==> config.mk <==
export PLATFORM = sky130hd
export DESIGN_NAME = param_seven_segment_scanner
export DESIGN_NICKNAME = d
export VERILOG_FILES = /design/src/rtl/seg7_pkg.sv /design/src/rtl/seg7_glyph_decoder.sv /design/src/rtl/param_seven_segment_scanner.sv
export SDC_FILE = /design/constraint.sdc
export NUM_CORES = 1
export LEC_CHECK = 0
export BUFFER_PORTS_ARGS = -buffer_cell sky130_fd_sc_hd__buf_2
export CAP_MARGIN = 15
export CORE_ASPECT_RATIO = 0.9
export CORE_MARGIN = 2
export CORE_UTILIZATION = 60
export CTS_BUF_LIST = sky130_fd_sc_hd__clkbuf_8
export DETAILED_ROUTE_END_ITERATION = 10
export GPL_TIMING_DRIVEN = 0
export PLACE_DENSITY_LB_ADDON = 0.2
export SLEW_MARGIN = 40
export SYNTH_ARGS = -nofsm -noshare
export SYNTH_HDL_FRONTEND = slang
export SYNTH_SLANG_ARGS = --single-unit
==> constraint.sdc <==
create_clock -name system_clock -period 6.44 [get_ports system_clock]
set_input_delay 0.322 -clock system_clock [delete_from_list [all_inputs] [get_ports system_clock]]
set_output_delay 0.322 -clock system_clock [all_outputs]
set_load 0.005 [all_outputs]
==> src/rtl/seg7_pkg.sv <==
// seg7_pkg: glyph table and idle-pin constants shared by the seven-segment scanner.
package seg7_pkg;
   localparam int MAX_DIGITS = 16;
   typedef logic [$clog2(MAX_DIGITS)-1:0] digit_t;
   localparam logic [6:0] SEG_OFF = 7'h7F;
   localparam logic [MAX_DIGITS-1:0] ANODE_OFF = '1;
   // active-low segments g..a, entry n is the glyph for nibble n
   localparam logic [15:0][6:0] GLYPHS = {
      7'h0E, 7'h06, 7'h21, 7'h46, 7'h03, 7'h08, 7'h10, 7'h00,
      7'h78, 7'h02, 7'h12, 7'h19, 7'h30, 7'h24, 7'h79, 7'h40
   };
endpackage

==> src/rtl/seg7_glyph_decoder.sv <==
// seg7_glyph_decoder: combinational hex nibble to active-low 7-segment glyph.
module seg7_glyph_decoder
   import seg7_pkg::*;
(
   input  logic [3:0] nibble,
   output logic [6:0] seg
);
   assign seg = GLYPHS[nibble];
endmodule

==> src/rtl/param_seven_segment_scanner.sv <==
// param_seven_segment_scanner: multiplexed common-anode hex display driver with
// double-buffered content, PWM brightness, blink and leading-zero blanking.
module param_seven_segment_scanner
   import seg7_pkg::*;
#(
   parameter int NUM_DIGITS   = 8,
   parameter int DIGIT_PERIOD = 1024,
   parameter int BRIGHT_W     = 4,
   parameter int BLINK_FRAMES = 256
) (
   input  logic                            system_clock,
   input  logic                            cpu_rst,
   input  logic [4*NUM_DIGITS-1:0]         value_in,
   input  logic [NUM_DIGITS-1:0]           dot_mask,
   input  logic [NUM_DIGITS-1:0]           blink_mask,
   input  logic                            load,
   input  logic                            blank_lz,
   input  logic [BRIGHT_W-1:0]             brightness,
   output logic [6:0]                      cathodes_out,
   output logic                            dot,
   output logic [NUM_DIGITS-1:0]           anode_out,
   output logic [$clog2(NUM_DIGITS)-1:0]   digit_idx,
   output logic                            frame_start
);
   localparam int DW   = $clog2(NUM_DIGITS);
   localparam int SW   = $clog2(DIGIT_PERIOD);
   localparam int FW   = $clog2(BLINK_FRAMES + 1);
   localparam int STEP = DIGIT_PERIOD >> BRIGHT_W;

   logic [SW-1:0] slot_cnt, phase;
   digit_t digit_cnt;
   logic [DW-1:0] dsel;
   logic [FW-1:0] frame_cnt;
   logic blink_ph, pend_vld, act_vld, cur_vld, slot0, frame0, slot_end, last_digit, lz, lit;
   logic [4*NUM_DIGITS-1:0] pend_val, act_val, cur_val, val_sh;
   logic [NUM_DIGITS-1:0] pend_dot, act_dot, cur_dot, pend_blk, act_blk, cur_blk, anode_nx;
   logic [BRIGHT_W-1:0] bright_q, bright;
   logic [3:0] nibble;
   logic [6:0] glyph;

   assign slot0      = slot_cnt == '0;
   assign slot_end   = slot_cnt == SW'(DIGIT_PERIOD - 1);
   assign last_digit = digit_cnt == digit_t'(NUM_DIGITS - 1);
   assign frame0     = slot0 && digit_cnt == '0;
   assign dsel       = digit_cnt[DW-1:0];
   // the frame being shown switches to the pending buffer at its first slot, with a same-cycle load taking priority
   assign {cur_vld, cur_val, cur_dot, cur_blk} = !frame0 ? {act_vld, act_val, act_dot, act_blk} :
                                                 load ? {1'b1, value_in, dot_mask, blink_mask} :
                                                 {pend_vld, pend_val, pend_dot, pend_blk};
   assign bright = slot0 ? brightness : bright_q;
   assign phase  = SW'(32'(slot_cnt) / STEP);
   assign val_sh = cur_val << (4 * int'(digit_cnt));
   assign nibble = val_sh[4*NUM_DIGITS-1 -: 4];

   always_comb begin
      logic [4*NUM_DIGITS-1:0] v;
      logic [NUM_DIGITS-1:0] m;
      logic run;
      v = cur_val;
      m = cur_dot;
      run = 1'b1;
      lz = 1'b0;
      for (int i = 0; i < NUM_DIGITS - 1; i++) begin
         run = run && v[4*NUM_DIGITS-1 -: 4] == 4'h0 && !m[0];
         lz = (digit_t'(i) == digit_cnt) ? blank_lz && run : lz;
         v = v << 4;
         m = m >> 1;
      end
   end

   assign lit = cur_vld && !lz && !(blink_ph && cur_blk[dsel]) && phase <= SW'(bright);
   assign anode_nx = lit ? ~(NUM_DIGITS'(1) << (NUM_DIGITS - 1 - int'(digit_cnt))) : ANODE_OFF[NUM_DIGITS-1:0];

   seg7_glyph_decoder u_dec (.nibble(nibble), .seg(glyph));

   always_ff @(posedge system_clock or posedge cpu_rst)
      if (cpu_rst) begin
         slot_cnt <= '0;
         digit_cnt <= '0;
         frame_cnt <= '0;
         blink_ph <= 1'b0;
         {pend_vld, pend_val, pend_dot, pend_blk} <= '0;
         {act_vld, act_val, act_dot, act_blk} <= '0;
         bright_q <= '0;
         anode_out <= ANODE_OFF[NUM_DIGITS-1:0];
         cathodes_out <= SEG_OFF;
         dot <= 1'b1;
         digit_idx <= '0;
         frame_start <= 1'b0;
      end else begin
         slot_cnt <= slot_end ? '0 : slot_cnt + SW'(1);
         if (slot_end)
            digit_cnt <= last_digit ? '0 : digit_cnt + digit_t'(1);
         if (slot_end && last_digit) begin
            frame_cnt <= frame_cnt == FW'(BLINK_FRAMES - 1) ? '0 : frame_cnt + FW'(1);
            if (frame_cnt == FW'(BLINK_FRAMES - 1))
               blink_ph <= !blink_ph;
         end
         if (load)
            {pend_vld, pend_val, pend_dot, pend_blk} <= {1'b1, value_in, dot_mask, blink_mask};
         if (frame0)
            {act_vld, act_val, act_dot, act_blk} <= {cur_vld, cur_val, cur_dot, cur_blk};
         if (slot0)
            bright_q <= brightness;
         anode_out <= anode_nx;
         cathodes_out <= glyph;
         dot <= !cur_dot[dsel];
         digit_idx <= dsel;
         frame_start <= frame0;
      end
endmodule
Word-level counts from Yosys, hierarchy flattened
Memory sizes are Yosys's and may differ from the RTL's. A register that Yosys moved wholly into a read port is not among the register bits.
Cells that the tools add are included.
{ "totals": {"ff_bits": 139, "latch_bits": 0, "mem_bits_rw": 0, "romBits": 112, "inputBits": 56, "wordCells": 101, "mem_count": 1} }
{ "mem_list": {"columns": ["name", "words", "word_bits", "read_ports", "rd_clocked_by_memory_dff", "write_ports", "line_no", "rtl"], "rows": [
  ["(name not given)", 16, 7, 1, 1, 0, "seg7_glyph_decoder.sv:8", "assign seg = GLYPHS[nibble];"]
]} }
{ "classes": {"add_sub_neg": 4, "multipliers": 0, "div": 0, "order_cmp": 2, "n_eq_ne": 9, "shifts": 2, "muxes": 18, "n_bitwise": 1, "reduce_logical": 47} }
{ "op_table": {"columns": ["operator", "count"], "rows": [
  ["$mux 49", 2],
  ["$logic_not 4->1", 8],
  ["$shl 1x32->8 const A", 1],
  ["$shl 32x6->32", 1],
  ["$logic_and 1x1->1", 26],
  ["$eq 3x4->1 const A", 3],
  ["$logic_not 1->1", 11],
  ["$add 10x1->10 const B", 1],
  ["$eq 10x10->1 const B", 1],
  ["$logic_not 10->1", 1],
  ["$mux 10", 1],
  ["$add 9x1->9 const B", 1],
  ["$eq 9x8->1 const B", 1],
  ["$mux 1", 9],
  ["$mux 9", 1],
  ["$eq 2x4->1 const A", 2],
  ["$mux 4", 2],
  ["$mux 8", 1],
  ["$not 8->8", 1],
  ["$bmux 1 s3", 2],
  ["$sub 3x4->5 const A", 1],
  ["$add 4x1->4 const B", 1],
  ["$eq 1x4->1 const A", 1],
  ["$eq 4x3->1 const B", 1],
  ["other kinds (3)", 3]
]} }

Logic depth before layout (Yosys ltp)
{ "depth": {"ltp_word": 24, "ltp_mapped": 17} }

Modules after synthesis
A second synthesis with hierarchy kept.
{ "unflattened": {"cells_unflattened": 596, "area_unflattened_um2": 6642.6} }
{ "modules_own_cells": {"columns": ["module", "instances", "cells_per_inst", "area_each_um2", "seq_area_each_um2"], "rows": [
  ["param_seven_segment_scanner", 1, 561, 6371.1, 3673.5],
  ["seg7_glyph_decoder", 1, 35, 271.5, 0.0]
]} }

Least setup slack after synthesis
No wires, ideal clock.
{ "synth_timing": {"kind": "reg2reg", "start": "register digit_cnt[0]", "end": "register cathodes_out[0]", "setup_ns": 0.082, "t_arrival_ns": 4.000, "slack_ns": 2.359, "stages_incl_launch_ff": 16, "n_path_buf": 3, "synth_period_minus_slack_ns": 4.081, "path_cell_list": "dfrtp_1 > clkbuf_1 > inv_1 > clkbuf_1 > ha_1 > nor4b_4 > nand4_2 > inv_2 > buf_6 > mux2_2 > mux4_2 > a21oi_1 > inv_1 > ha_1 > and3_1 > a211o_1"} }
{ "synth_between": {"elab_chain_len": 4} }
{ "synth_rtl": {"columns": ["element", "line_no", "rtl"], "rows": [
  ["start, declared", "param_seven_segment_scanner.sv:31", "digit_t digit_cnt;"],
  ["start signal, assigned", "param_seven_segment_scanner.sv:93", "digit_cnt <= last_digit ? '0 : digit_cnt + digit_t'(1);"],
  ["$logic_not 4->1", "param_seven_segment_scanner.sv:44", "assign frame0 = slot0 && digit_cnt == '0;"],
  ["$logic_and 1x1->1", "param_seven_segment_scanner.sv:44", null],
  ["$mux 49", "param_seven_segment_scanner.sv:47", "assign {cur_vld, cur_val, cur_dot, cur_blk} = !frame0 ? {act_vld, act_val, act_dot, act_blk} :"],
  ["$shl 32x6->32 (*)", "param_seven_segment_scanner.sv:52", "assign val_sh = cur_val << (4 * int'(digit_cnt));"],
  ["end, declared", "param_seven_segment_scanner.sv:19", "output logic [6:0] cathodes_out,"]
]} }
Every way passes the cells marked *; elsewhere a longest branch is shown, timed or not.
A chain may end at the register's enable or synchronous reset.

Worst setup path in the final report
Ends and elaborated chain as after synthesis.

==> summary.md <==
| Metric | Value |
|---|---|
| Layout cells sized above 1 | 30.8% |
| RR Startpoint | digit_cnt[0] |
| CP peak stage delay | 590 ps |
| Maximum resistive drop on vdd | 0.000225 V |
| Layout Nets | 791 |
| Gr usage total | 29.9% |
| Die area | 0.0125 mm2 |
| Finish-stage setup viols | 0 |
| Post-synth EDFFs | 0 |
| Final hold violations | 0 |
| Fill cell count | 877 |
| Crit Path Max Fanout | 11 |
| CP Capture Type | register |
| Remaining DRCs | 0 |
| Critical Path AT | 5500 ps |
| Routability cong. | 0.958 |
| Hold Path Sink | bright_q[1] |
| Max Slew Vio Count | 0 |
| Status | completed |
| Clk slew on worst S/H paths | 70 ps |
| WP buf/inv | 6 |
| Wire per inst | 19.4 um |
| Initial antenna violation count | 0 |
| FF+latch area | 0.00367 mm2 |
| First-pass GRT wire length | 28000 um |
| Setup slack, reg-to-reg | 1320 ps |
| Syn nets | 694 |
| Yosys top cell by area | dfrtp_1 |
| RSZ-0062 raised after global routing | no |
| Die height | 106 um |
| PortBufs | 75 |
| Vias in the first global route | 5290 |
| Clock latency at the later pin of the worst-skew pair | 450 ps |
| Netlist Area Pre-Place | 0.00697 mm2 |
| Synth area leaders | dfrtp_1 47%, mux2_2 9.9%, dfstp_2 6.0%, nand2_1 5.9%, ha_1 3.1% |
| Ys async rst share | 100% |
| Cell count after synthesis | 621 |
| DP Area | 0.00761 mm2 |
| Post_cts resized | 0 |
| Row count | 37 |
| Syn Area/Cell | 11.2 um2 |
| GR Overflow Total | 0 |
| CTS max path bufs | 2 |
| Hold path start | brightness[1] |
| Max Cap Viol | 0 |
| DP HPWL | 12900 um |
| PD cells | 247 mW/mm2 |
| Clock sink count | 146 |
| Multi-input gate area | 0.00303 mm2 |
| DP Cell Count | 854 |
| Worst reg-to-reg path cell count | 15 |
| R2R Path End | cathodes_out[0] |
| # IOs | 76 |
| Worst slew margin | 45.2% |
| Setup bufs post-CTS | 0 |
| Slowest-stage cell, CP | clkbuf_1 |
| Period utilisation layout | 79.5% |
| Setup TNS | 0 ps |
| Area Growth Syn to Fin | 15.7% |
| WS Path Type | reg -> reg |
| Routed vias/inst | 5.87 |
| CTS root buffer | clkbuf_8 |
| Post-Layout Inst Area | 0.00806 mm2 |
| Total power | 1.99 mW |
| TritonRoute pass-1 iters | 5 |
| Hold Crit Depth | 3 |
| Fin crit period | 5120 ps |
| Hold_buf cts | 1 |
| Required time worst endpoint | 6820 ps |
| Post-synthesis sequential area ratio | 52.7% |
| Initial DRC count | 456 |
| Post-synthesis register bit count | 146 |
| Worst Max-Slew Pin Slew | 815 ps |
| Commonest non-fill, non-tap cell in the layout | dfrtp_1 |
| Non-Filler Instances | 887 |
| TritonCTS Buffers | 17 |
| WL final | 17200 um |
| Delay-heaviest family, CP | buffers and inverters |
| Top FF cell, synth | dfrtp_1 |
| CORE AREA | 0.0114 mm2 |
| Synth unique cells | 62 |
| Sequence of cells on the critical path | clkbuf_1 -> inv_1 -> clkbuf_1 -> ha_1 -> nor4b_4 -> nand4_2 -> inv_2 -> buf_6 -> mux2_2 -> mux4_2 -> a21oi_1 -> inv_1 -> ha_1 -> and3_1 -> a211o_1 |
| Routed vias | 5204 |
| Clock Skews | 8.73 ps |
| Die Wd | 118 um |
| TritonCTS clock tree | done |
| Hold crit path type | in -> reg |
| Starting Density | 61.2% |
| Commonest non-fill, non-tap cells in the layout | 130 x dfrtp_1, 109 x nand2_1, 79 x buf_2 |
| # diodes | 0 |
| Largest net degree at the start of global routing | 77 |
| Yosys top cell area share | 46.7% |
| H-tree depth | 4 |
| Crit path launch type | register |
| Post-route ant nets | 0 |
| Leakage | 3.70 nW |
| FMAX | 0.195 GHz |
| Ys Warns | 0 |
==> per-stage QoR <==
step | setup WS, ps | hold WS (ps) | util, %
5_1_grt | 989 | 98.8 | 70.8
4_1_cts | 1350 | 86.6 | 70.8
3_5_place_dp | 1390 | 269 | 66.8
6_report | 1320 | 107 | 70.8
2_1_floorplan | 2220 | 423 | -
3_3_place_gp | 879 | 437 | 66.2
==> Yosys cell counts (9+ instances only) <==
cell and number:
dfrtp_1 130, nand2_1 109, mux2_2 61, nor2_1 32, inv_1 25, mux2i_1 19, ha_1 17, o21ai_0 17
dfstp_2 16, nand3_1 15, nand4_1 13, nor3_1 11, clkbuf_1 10, nor4_1 10, xnor2_1 9
==> power by group <==
group          switching, mW  internal (mW)  leakage (nW)
registers             0.0250          0.982          1.76
clock network          0.336          0.443         0.221
logic                  0.112         0.0905          1.72
total                  0.472           1.52          3.70
==> flip-flops by register name, indices dropped and copies added, names as in the netlist <==
register / flops
anode_out: 8
act_val: 32
act_vld: 1
pend_vld: 1
frame_start: 1
act_dot: 8
act_blk: 8
dot: 1
pend_val: 32
cathodes_out: 7
digit_idx: 3
bright_q: 4
blink_ph: 1
frame_cnt: 9
digit_cnt: 4
pend_blk: 8
slot_cnt: 10
pend_dot: 8
==> worst register-to-register path, cell delays in order (launching register included) <==
cell and delay (ps):
dfrtp_1 440, clkbuf_1 260, inv_1 130, clkbuf_1 590, ha_1 310, nor4b_4 390
nand4_2 200, inv_2 290, buf_6 220, mux2_2 400, mux4_2 460, a21oi_1 460
inv_1 170, ha_1 290, and3_1 160, a211o_1 270
==> how the worst max path moves through the flow <==
stage               cells past startpoint  slack (ps)          from               to
floorplan                               1        2220       cpu_rst       act_blk[0]
global placement                        2         880       cpu_rst     pend_val[10]
detailed placement                     15        1390  digit_cnt[0]  cathodes_out[0]
CTS                                    15        1350  digit_cnt[0]  cathodes_out[0]
global route                           15         990  digit_cnt[0]  cathodes_out[0]
finish                                 15        1320  digit_cnt[0]  cathodes_out[0]
==> kinds of logic (layout without fill, tap and decap cells) <==
family | Yosys count | in the layout | share of synthesized area [%]
and+or+nand+nor | 233 | 233 | 16.5
muxes | 88 | 88 | 15.2
AOI/OAI and AO/OA | 67 | 67 | 6.75
DFF | 146 | 146 | 52.7
xor gates and xnor gates | 15 | 15 | 1.88
adders and majority gates | 17 | 17 | 3.05
buffers and inverters | 55 | 165 | 3.97
==> cell type report <==
class	instances	area share, %
well taps	156	2.42
clock inverters	9	1.57
plain buffers	28	2.17
repair buffers	78	5.46
multi-input cells	420	37.5
clock buffers	23	3.93
inverters	27	1.35
flip-flops and latches	146	45.6
==> per-layer routing <==
metal  GRT usage [%]  wire [um]  up-vias
met3            10.2       1470       37
met1            39.8       7510     2581
li1                -          -     2389
met2            46.1       7860      197
met4            10.8        381        0
met5               0          0        -
Power figures use the tool's default switching activity.
